### src/rtl/rv32imc_types.sv
// Shared types for the execute-stage M-extension sequencer.
// Holds the sequencer state encoding, the unit selector and the divide-by-zero quotient.
package rv32imc_types;

    typedef enum logic [2:0] {
        SEQ_IDLE,
        SEQ_WAIT_OPND,
        SEQ_START,
        SEQ_BUSY,
        SEQ_DONE,
        SEQ_DRAIN
    } muldiv_seq_state_t;

    typedef enum logic {
        mul_unit = 1'b0,
        div_unit = 1'b1
    } muldiv_unit_t;

    localparam logic [31:0] DIV_BY_ZERO_Q = 32'hFFFF_FFFF;

endpackage

### src/rtl/muldiv_watchdog.sv
// Counts consecutive cycles while the sequencer waits on a unit and raises a sticky
// timeout once TIMEOUT_CYCLES have elapsed without the unit finishing.
module muldiv_watchdog #(
    parameter int TIMEOUT_CYCLES = 64,
    parameter int CNT_W          = 7
) (
    input  logic clk,
    input  logic rst,
    input  logic active,
    output logic expire,
    output logic timeout
);

    logic [CNT_W-1:0] count;

    assign expire = active && (count == CNT_W'(TIMEOUT_CYCLES - 1));

    // NOTE: sequential state uses non-blocking assignments so every register samples pre-edge values.
    always_ff @(posedge clk) begin
        if (!rst) begin
            count   <= '0;
            timeout <= 1'b0;
        end else begin
            // Restart on expiry so a flush racing the timeout still bounds the drain.
            count   <= (active && !expire) ? count + CNT_W'(1) : '0;
            timeout <= timeout | expire;
        end
    end

endmodule

### src/rtl/muldiv_sequencer.sv
// Execute-stage controller for the shared iterative multiplier/divider.
// Optional macro MULDIV_ZERO_BYPASS_EN: resolve zero-operand ops without starting a unit.
module muldiv_sequencer
    import rv32imc_types::*;
#(
    parameter int TIMEOUT_CYCLES = 64,
    parameter int CNT_W          = 7
) (
    input  logic        clk,
    input  logic        rst,
    input  logic        i_valid,
    input  logic        i_unit,
    input  logic        i_rem,
    input  logic        i_signed,
    input  logic        i_opnd_wait,
    input  logic        i_advance,
    input  logic        i_flush,
    input  logic [31:0] i_a,
    input  logic [31:0] i_b,
    input  logic        i_mul_busy,
    input  logic        i_div_busy,
    input  logic [31:0] i_mul_fout,
    input  logic [31:0] i_div_fout,
    output logic        o_mul_start,
    output logic        o_div_start,
    output logic        o_func_stall,
    output logic [31:0] o_result,
    output logic        o_result_valid,
    output logic        o_timeout
);

    muldiv_seq_state_t state, state_next;
    muldiv_unit_t      unit_q, unit_sel;
    logic              state_entry;
    logic              sel_busy;
    logic [31:0]       sel_fout;
    logic              bypass_hit;
    logic [31:0]       bypass_val;
    logic              result_load;
    logic [31:0]       result_next;
    logic              wd_active, wd_expire;
    logic              unused_inputs;

    // The op's unit is only trusted from ID/EX until it has been launched.
    assign unit_sel = (state == SEQ_IDLE || state == SEQ_WAIT_OPND) ? muldiv_unit_t'(i_unit) : unit_q;
    assign sel_busy = (unit_sel == div_unit) ? i_div_busy : i_mul_busy;
    assign sel_fout = (unit_sel == div_unit) ? i_div_fout : i_mul_fout;

`ifdef MULDIV_ZERO_BYPASS_EN
    always_comb begin
        bypass_hit = 1'b0;
        bypass_val = '0;
        if (unit_sel == mul_unit) begin
            bypass_hit = (i_a == '0) || (i_b == '0);
        end else if (i_b == '0) begin
            bypass_hit = 1'b1;
            bypass_val = i_rem ? i_a : DIV_BY_ZERO_Q;
        end
    end
    assign unused_inputs = i_signed;
`else
    assign bypass_hit    = 1'b0;
    assign bypass_val    = '0;
    assign unused_inputs = ^{i_rem, i_signed};
`endif

    assign wd_active      = (state == SEQ_BUSY) || (state == SEQ_DRAIN);
    assign o_result_valid = (state == SEQ_DONE);

    // NOTE: every always_comb output gets a default first so no path can infer a latch.
    always_comb begin
        state_next   = state;
        o_func_stall = 1'b0;
        result_load  = 1'b0;
        result_next  = o_result;
        case (state)
            SEQ_IDLE, SEQ_WAIT_OPND: begin
                o_func_stall = (state == SEQ_WAIT_OPND) || i_valid;
                if (i_flush) begin
                    state_next = SEQ_IDLE;
                end else if (state == SEQ_WAIT_OPND || i_valid) begin
                    if (i_opnd_wait) begin
                        state_next = SEQ_WAIT_OPND;
                    end else if (bypass_hit) begin
                        state_next  = SEQ_DONE;
                        result_load = 1'b1;
                        result_next = bypass_val;
                    end else begin
                        state_next = SEQ_START;
                    end
                end
            end
            SEQ_START: begin
                o_func_stall = 1'b1;
                state_next   = i_flush ? SEQ_DRAIN : SEQ_BUSY;
            end
            SEQ_BUSY: begin
                o_func_stall = 1'b1;
                if (i_flush) begin
                    state_next = SEQ_DRAIN;
                end else if (wd_expire) begin
                    state_next  = SEQ_DONE;
                    result_load = 1'b1;
                    result_next = '0;
                end else if (!state_entry && !sel_busy) begin
                    state_next  = SEQ_DONE;
                    result_load = 1'b1;
                    result_next = sel_fout;
                end
            end
            SEQ_DONE: begin
                if (i_flush || i_advance) state_next = SEQ_IDLE;
            end
            SEQ_DRAIN: begin
                o_func_stall = i_valid;
                if (wd_expire || (!state_entry && !sel_busy)) state_next = SEQ_IDLE;
            end
            default: state_next = SEQ_IDLE;
        endcase
    end

    always_ff @(posedge clk) begin
        if (!rst) begin
            state       <= SEQ_IDLE;
            unit_q      <= mul_unit;
            state_entry <= 1'b0;
            o_mul_start <= 1'b0;
            o_div_start <= 1'b0;
            o_result    <= '0;
        end else begin
            state       <= state_next;
            unit_q      <= unit_sel;
            // Units raise busy a cycle late, so the first BUSY/DRAIN cycle ignores it.
            state_entry <= (state_next != state);
            o_mul_start <= (state_next == SEQ_START) && (unit_sel == mul_unit);
            o_div_start <= (state_next == SEQ_START) && (unit_sel == div_unit);
            if (result_load) o_result <= result_next;
        end
    end

    muldiv_watchdog #(
        .TIMEOUT_CYCLES(TIMEOUT_CYCLES),
        .CNT_W         (CNT_W)
    ) u_watchdog (
        .clk    (clk),
        .rst    (rst),
        .active (wd_active),
        .expire (wd_expire),
        .timeout(o_timeout)
    );

endmodule

### config.mk
export PLATFORM = sky130hd
export DESIGN_NAME = muldiv_sequencer
export DESIGN_NICKNAME = d
export VERILOG_FILES = /design/src/rtl/rv32imc_types.sv /design/src/rtl/muldiv_watchdog.sv /design/src/rtl/muldiv_sequencer.sv
export SDC_FILE = /design/constraint.sdc
export NUM_CORES = 1
export LEC_CHECK = 0
export ABC_AREA = 0
export CAP_MARGIN = 15
export CORE_UTILIZATION = 29
export CTS_CLUSTER_DIAMETER = 40
export DETAILED_ROUTE_END_ITERATION = 8
export HOLD_SLACK_MARGIN = 0.02
export PLACE_DENSITY = 0.68
export SYNTH_ARGS = -nofsm -noshare
export SYNTH_HDL_FRONTEND = slang
export SYNTH_SLANG_ARGS = --single-unit
### constraint.sdc
create_clock -name clk -period 2.9 [get_ports clk]
set_input_delay 0.435 -clock clk [delete_from_list [all_inputs] [get_ports clk]]
set_output_delay 0.435 -clock clk [all_outputs]
set_load 0.05 [all_outputs]
==> flow_summary.ini <==
[logic_synthesis]
synthCells = 249
yosysUniqueCellTypes = 38
synth_flop_cell = dfxtp_1
synth_area_leaders = dfxtp_1, o31ai_2, mux2i_1
synthArstFlopShare_pct = 0
synth.net_count = 389
synth_area_mm2 = 0.00253
avgSynthCellArea_um2 = 10.2
synth_warnings = 0
yosysSeqAreaShare_pct = 37.1
yosys.area.top_type_share_pct = 37.1
synth.largest_area_cell = dfxtp_1
ys_seq_elements = 47
synth_edf_count = 0

[clock_tree]
postCtsSetupBuffers = 0
clock_path_buffers = 2
clock_latency_ns = 0.29
cts_root_buf = clkbuf_8
cts.repair.resized = 0
clock_sinks = 47
htreeDepth = 2
cts_inserted_buffers = 5
clk_pin_slew_ns = 0.08
cts_tree = yes
hold_buffers = 0

[worst_setup_path]
crit_arrival_ns = 1.93
cp_max_fo = 13
worstSetupPathType = flop to primary output
startpoint_type = flop
crit_required_ns = 2.47
crit_path_end_kind = primary output

[finish]
drive_gt1_share_pct = 16.0
fillers = 807
multi_input_comb_area_mm2 = 0.00144
final_common_cell = clkdlybuf4s50_1
area.growth.synth_to_final_pct = 48.6
nNetsFinal = 490
final_cell_mix = clkdlybuf4s50_1, dfxtp_1, o211ai_1
diodes = 0
seq_area_um2 = 941

[place]
dpl_worst_slack_ns = 0.438
place_congestion = 0.791
dp_hpwl_mm = 4.73
io_buffers = 109

[detailed_routing]
drt_wl_total_mm = 6.63
drt_iter0_markers = 88
route.met3.wl_um = 481
drc_errors = 0
viasPerCell = 5.05
wl_met2_mm = 3.23
vias = 2293
maxUsedRoutingLayer = met4
drtPass1Iterations = 4
wire_per_inst_um = 14.6
ant_nets = 0
m1WireLength_mm = 2.86

[floorplan]
core-area_mm2 = 0.00834
die_w_um = 95.5
rows = 33
ios = 176
start_util_pct = 30.4
die-area_mm2 = 0.00911
die_h_um = 95.5

[power_and_ir_drop]
finalPower_uw = 1330
vdd_ir_drop_max_mv = 0.185
power_density_mw_per_mm2 = 352
power.leakage_uw = 0.00137

[timing]
fin_crit_ns = 2.36
period_share_pct = 81.5
tightestPinTransition_ns = 0.529
worst_slack_ns = 0.537
slew_viol_final = 0
rsz0062_at_grt = false
fmax_mhz = 423
tns_ns = 0
skew_ns = 0.00254
hold_viol = 0
slew_headroom_pct = 64.6
finalSetupViolations = 0

[outcome]
status = complete, no violations

[grt]
grt_first_pass_wirelength_mm = 10.9
first_global_vias = 2264
grt_max_degree = 33
antenna_found_initial = 0
overflow = 0
grt.total_usage_pct = 15.2

[run]
cap_violations = 0

[hold_path]
hp-class = flop to flop
## routing by layer
metal  global-route usage (%)  vias to the layer above
met5                        0                        -
met3                     5.98                        6
met4                     3.36                        0
met2                     25.5                       70
li1                         -                     1137
met1                     18.3                     1080
## area by class of cell
type / instances / area share [%]
inverters: 5 / 0.498
repair buffers: 118 / 30.9
clock buffers: 6 / 1.93
multi-input cells: 173 / 38.2
flip-flops and latches: 47 / 25.0
well taps: 105 / 3.49
## Yosys cell counts (2+ instances only)
cell type	instances
o211ai_1	36
a21boi_1	2
or2_1	2
xnor2_1	2
o21ai_0	6
buf_2	5
clkbuf_1	12
mux2i_1	32
nor2b_1	4
o31ai_1	2
o31ai_2	30
nor2_1	14
buf_6	5
dfxtp_1	47
nand2_1	10
xor2_1	2
a21oi_1	6
inv_1	5
nand3_1	6
o21a_2	3
## per-stage QoR
step	hold WS [ns]	std cells	cell area (um^2)	utilization (%)
finish	0.446	454	3770	45.2
global route	0.487	454	3770	45.2
global placement	0.424	448	3690	44.3
CTS	0.452	454	3770	45.2
floorplan	0.413	249	2530	-
detailed placement	0.439	448	3690	44.3
## power breakdown
part           leakage, uW  switching, uW  internal, uW  total, uW
Sequential        0.000379           9.68           652        661
Clock            0.0000371            204           161        365
Combinational     0.000953            145           155        301
Total              0.00137            359           968       1330
## cell families (layout without fill, tap and decap cells)
kind of cell / Yosys count / after routing / share of synthesized area [%]
flops: 47 / 47 / 37.1
xor+xnor: 4 / 4 / 1.38
buf+inv: 29 / 129 / 6.17
mux: 32 / 32 / 12.6
fa+ha+maj: 1 / 1 / 0.494
simple gates: 44 / 44 / 9.33
compound gates: 92 / 92 / 32.8
## worst paths after layout
path	start	to	slack (ns)	cells past startpoint
max	state[1]	o_result_valid	0.54	4
min	u_watchdog.count[0]	u_watchdog.count[0]	0.45	1
max reg2reg	state[1]	o_result[5]	0.74	6
min reg2reg	u_watchdog.count[0]	u_watchdog.count[0]	0.45	1
## registers in the layout (all words and copies together), names as in the netlist
| signal | count |
|---|---|
| o_result | 32 |
| u_watchdog.count | 7 |
| state | 3 |
| o_div_start | 1 |
| o_mul_start | 1 |
| state_entry | 1 |
| u_watchdog.timeout | 1 |
| unit_q | 1 |
## critical path, stage by stage, from the launching register on
cell and delay (ns):
dfxtp_1 0.58, inv_1 0.18, nand2_1 0.12, nor2_1 0.05
clkdlybuf4s50_1 0.71
Note: power is estimated with default switching activity, not from simulation.
